## config.mk

```make
export PLATFORM = sky130hd
export DESIGN_NAME = regfile_sb
export DESIGN_NICKNAME = d
export VERILOG_FILES = /design/src/rtl/regfile_sb.sv
export SDC_FILE = /design/constraint.sdc
export NUM_CORES = 2
export LEC_CHECK = 0
export BUFFER_PORTS_ARGS = -buffer_cell sky130_fd_sc_hd__buf_2
export CAP_MARGIN = 20
export CORE_MARGIN = 10
export CORE_UTILIZATION = 46
export CTS_CLUSTER_DIAMETER = 60
export CTS_CLUSTER_SIZE = 28
export DETAILED_ROUTE_END_ITERATION = 10
export SLEW_MARGIN = 20
export SYNTH_ARGS = -nofsm -noshare
export SYNTH_HDL_FRONTEND = slang
export SYNTH_SLANG_ARGS = --single-unit
```

## constraint.sdc

```tcl
create_clock -name clk -period 4.2 [get_ports clk]
set_input_delay 0.21 -clock clk [delete_from_list [all_inputs] [get_ports clk]]
set_output_delay 0.21 -clock clk [all_outputs]
set_load 0.005 [all_outputs]
```

## src/rtl/regfile_sb.sv

```systemverilog
// regfile_sb: multi-read-port integer register file with hardwired-zero x0,
// optional write-to-read bypass, a pending-write scoreboard for RAW hazard
// detection, and a post-reset clear sequencer that zeroes the array one entry
// per cycle instead of resetting it directly.
module regfile_sb #(
    parameter int XLEN   = 32,
    parameter int NREG   = 32,
    parameter int NRD    = 2,
    parameter int BYPASS = 1,
    localparam int AW    = $clog2(NREG)
) (
    input  logic                clk,
    input  logic                rst,
    input  logic [NRD*AW-1:0]   rs,
    output logic [NRD*XLEN-1:0] rv,
    output logic [NRD-1:0]      rbusy,
    input  logic                we,
    input  logic [AW-1:0]       rd,
    input  logic [XLEN-1:0]     wdata,
    input  logic                iss_valid,
    input  logic [AW-1:0]       iss_rd,
    output logic                ready
);

    localparam logic [AW-1:0] LAST = AW'(NREG - 1);

    typedef enum logic {
        CLEAR = 1'b0,
        RUN   = 1'b1
    } state_t;

    state_t          state, state_nxt;
    logic [AW-1:0]   clr_cnt, clr_cnt_nxt;
    logic            ready_nxt;
    logic [NREG-1:0] busy, busy_nxt;
    logic [XLEN-1:0] mem [NREG];

    logic wr_en;
    assign wr_en = we && (rd != '0);

    // Control state: FSM, clear counter, ready flag and scoreboard bits.
    always_ff @(posedge clk or posedge rst) begin
        if (rst) begin
            state   <= CLEAR;
            clr_cnt <= '0;
            ready   <= 1'b0;
            busy    <= '0;
        end else begin
            state   <= state_nxt;
            clr_cnt <= clr_cnt_nxt;
            ready   <= ready_nxt;
            busy    <= busy_nxt;
        end
    end

    // Next-state logic: walk the array in CLEAR, track pending writes in RUN.
    always_comb begin
        state_nxt   = state;
        clr_cnt_nxt = clr_cnt;
        ready_nxt   = ready;
        busy_nxt    = busy;
        case (state)
            CLEAR: begin
                busy_nxt    = '0;
                clr_cnt_nxt = clr_cnt + 1'b1;
                if (clr_cnt == LAST) begin
                    state_nxt = RUN;
                    ready_nxt = 1'b1;
                end
            end
            RUN: begin
                // Issue is applied after the write-back clear so a new
                // producer of the same register keeps it pending.
                if (wr_en) begin
                    busy_nxt[rd] = 1'b0;
                end
                if (iss_valid && (iss_rd != '0)) begin
                    busy_nxt[iss_rd] = 1'b1;
                end
            end
            default: begin
                state_nxt = CLEAR;
            end
        endcase
        busy_nxt[0] = 1'b0;
    end

    // Array storage: no reset; zeroed by the clear sequencer after reset.
    always_ff @(posedge clk) begin
        if (state == CLEAR) begin
            mem[clr_cnt] <= '0;
        end else if (wr_en) begin
            mem[rd] <= wdata;
        end
    end

    // Combinational read ports with x0 forced to zero and optional bypass.
    always_comb begin
        rv    = '0;
        rbusy = '0;
        if (state == RUN) begin
            for (int k = 0; k < NRD; k++) begin
                if (rs[k*AW +: AW] != '0) begin
                    if ((BYPASS != 0) && we && (rd == rs[k*AW +: AW])) begin
                        rv[k*XLEN +: XLEN] = wdata;
                    end else begin
                        rv[k*XLEN +: XLEN] = mem[rs[k*AW +: AW]];
                    end
                end
                // Registered state only: a same-cycle write does not hide it.
                rbusy[k] = busy[rs[k*AW +: AW]];
            end
        end
    end

endmodule

```

==> impl_metrics.py <==
metrics = {
    "setup_path": {
        "crit_path_start": "rs[1]",
        "slowest_delay_ps": 910,
        "critPathKind": "primary input to primary output",
        "end_kind": "primary output",
        "path_cells": "buf_6 > or3b_2 > buf_4 > o21ai_0 > a2111oi_0 > nand2_1 > a32o_1 > buf_2",
        "cp.arrival_ps": 3290,
        "cp-start-kind": "primary input",
        "worstPathRequired_ps": 3990,
        "cp_num_buf_inv": 3,
        "reg2reg_from": "state$_DFF_PP0_",
        "cpLargestDelayFamily": "simple AND/OR/NAND/NOR gates",
        "slowest_stage": "or3b_2",
        "critPathMaxFanout": 39,
    },
    "yosys": {
        "synthArstFlopShare_pct": 3.58,
        "avgSynthCellArea_um2": 17.1,
        "yosysTopAreaCellShare_pct": 60.4,
        "synth_edf_count": 1024,
        "synth_top_area_cell": "edfxtp_1",
        "ys.flop_type": "edfxtp_1",
        "synth_most_common_cell": "edfxtp_1",
        "synth-seq-cells": 1062,
        "synth_common_cells": "edfxtp_1, mux4_2, mux2i_1",
        "syn-num-nets": 3035,
        "synthCells": 2977,
        "synth.distinct_cells": 57,
        "ys_seq_area_share_pct": 62.2,
        "synth.cell_area_um2": 50900,
        "yosys_warnings": 0,
        "synth.top_cells.by_area": "edfxtp_1, mux4_2, mux2i_1, mux2_2, dfrtp_1",
    },
    "detailed_routing": {
        "wl_per_cell_um": 35.9,
        "remaining_drc_errors": 0,
        "finalWirelength_mm": 167,
        "ant_nets": 0,
        "drt_iter0_markers": 3974,
        "viasPerCell": 6.79,
        "vias": 31600,
        "dr.pass1.iters": 6,
    },
    "power": {
        "clkPwrFrac_pct": 39.2,
        "p_int_mw": 16.8,
        "peakVddDrop_v": 0.000386,
        "pwr-share-comb_pct": 9.1,
        "p_seq_share_pct": 51.7,
        "power_density_nw_per_um2": 396,
        "switching_share_pct": 25.6,
        "power_switching_mw": 5.80,
        "cellLeakagePower_nw": 20.1,
    },
    "die": {
        "start_util_pct": 46.2,
        "chipHeight_um": 353,
        "dieArea_um2": 124000,
        "core_area_um2": 110000,
        "die_x_um": 353,
        "fp-row-count": 122,
        "io_pins": 123,
    },
    "placement": {
        "port_buffers": 122,
        "placed_area_um2": 54000,
        "dp_hpwl_mm": 105,
        "dp_cells": 4479,
        "gp_congestion": 0.886,
    },
    "timing": {
        "tightest_slew_ps": 1150,
        "finalSetupViolations": 0,
        "finalSetupTns_ps": 0,
        "fmax_mhz": 286,
        "period_minus_slack_ps": 3500,
        "fin_crit_sh_pct": 83.3,
        "rsz0062_at_grt": "no",
        "hold_viol": 0,
        "fin_skew_ps": 29.9,
        "final_max_slew_viol_count": 0,
        "maxSlewHeadroom_pct": 23.2,
    },
    "final_layout": {
        "drive_above_1_share_pct": 31.0,
        "area_delta_synth_final_pct": 12.3,
        "final_cell_area_um2": 57200,
        "final_nets": 3149,
        "fin_cells": 4651,
    },
    "run_status": {
        "status": "completed",
    },
    "hold_path": {
        "min-delay-start": "rd[4]",
        "min_path_type": "primary input to register",
    },
    "run": {
        "drv_cap": 0,
    },
    "clock_tree": {
        "clock_latency_ps": 700,
        "cts_tree": "done",
        "cts-resized-gates": 0,
        "cts-buffers-inserted": 86,
        "cts_buffer_depth": 3,
        "root_buffer": "clkbuf_16",
        "clk_pin_slew_ps": 70,
        "htree_num_levels": 3,
        "clkSinkCount": 1062,
    },
    "global_routing": {
        "grt_max_degree": 90,
        "antenna_found_initial": 3,
        "grt_pass1_vias": 32700,
        "grt_overflow_total": 0,
        "grt_first_pass_wirelength_mm": 239,
        "gr-usage-all-layers_pct": 26.3,
    },
}
## worst paths after layout
check                      cells past startpoint  slack [ps]               endpoint
max                                            8         700                 rv[14]
min                                            3          50      busy[8]$_DFF_PP0_
max reg2reg                                    5         720  mem[26][25]$_DFFE_PP_
min reg2reg                                    1         450      ready$_DFFE_PP0P_
max in group asynchronous                      4        3650     busy[16]$_DFF_PP0_
min in group asynchronous                      4         180     busy[10]$_DFF_PP0_
## power by group through the flow
stage | combinational [mW] | sequential (mW) | clock [mW]
2_1_floorplan | 1.24 | 11.9 | 0
3_3_place_gp | 2.02 | 11.9 | 0
3_5_place_dp | 2.05 | 11.9 | 0
4_1_cts | 2.06 | 11.7 | 8.96
5_1_grt | 2.17 | 11.7 | 9.39
6_report | 2.07 | 11.7 | 8.87
## through the flow
step	total power [mW]	util [%]	hold WS (ps)	worst slack (ps)
floorplan	13.2	-	381	934
global route	23.3	51.8	61.3	607
global placement	14.0	48.9	346	795
CTS	22.7	51.8	10.4	763
detailed placement	14.0	48.9	358	711
finish	22.6	51.8	46.5	702
## registers in the layout, indices dropped and copies added, names as in the netlist
signal	count
mem	1024
busy	31
clr_cnt	5
ready	1
state	1
## worst reg2reg max path, stage by stage, from the launching register on
cell,delay [ps]
dfrtp_1,500
nand2_1,240
a21oi_4,650
a31oi_1,510
nor2_4,600
buf_4,580
## cells by family (layout without fill, tap and decap cells)
group	Yosys count	in the layout	share of synthesized area, %
muxes	781	781	24.7
other	0	1	0
AOI/OAI and AO/OA	517	517	7.26
adders and majority gates	2	2	0.0491
and+or+nand+nor	349	349	3.21
xor gates and xnor gates	13	13	0.224
buffers and inverters	253	438	2.34
DFF	1062	1062	62.2
## placed cells by master (no fill, tap or decap), types with 22 or more instances in the layout
cell / instances
o2bb2ai_1: 27
edfxtp_1: 1024
buf_2: 113
mux2_2: 131
nor2_4: 35
clkbuf_16: 90
mux2i_1: 283
nand2_1: 138
o21ai_0: 114
a21oi_1: 60
and2_1: 26
a221oi_1: 28
o22ai_1: 23
dfrtp_1: 38
a32o_1: 32
buf_4: 120
o221ai_1: 22
a221o_1: 35
a22oi_1: 28
a31oi_1: 33
mux4_2: 367
o211ai_1: 29
nor2_1: 55
## final cells by class
type / count / area (um2)
antenna: 1 / 2.50
multi-input combinational: 1662 / 18400
sequential: 1062 / 31700
tap: 1488 / 1860
timing repair buffer: 273 / 2100
inverter: 6 / 22.5
clock buffer: 92 / 2260
fill: 8772 / 53200
clock inverter: 67 / 842
## per-layer routing
layer  routed length (um)  share of wire [%]  global-route usage (%)  up-vias
met4                 6880                4.1                    10.0        6
met3                14200                8.5                    4.67      373
met1                63900                 38                    34.2    16700
met2                81700                 49                    43.8     1813
li1                     -                  -                       -    12700
met5                   42              0.025                       0        -
## timing repair
action	in CTS	in global routing
setup buffers	0	0
hold endpoints to repair	64	0
hold buffers	12	0
Power figures use the tool's default switching activity.
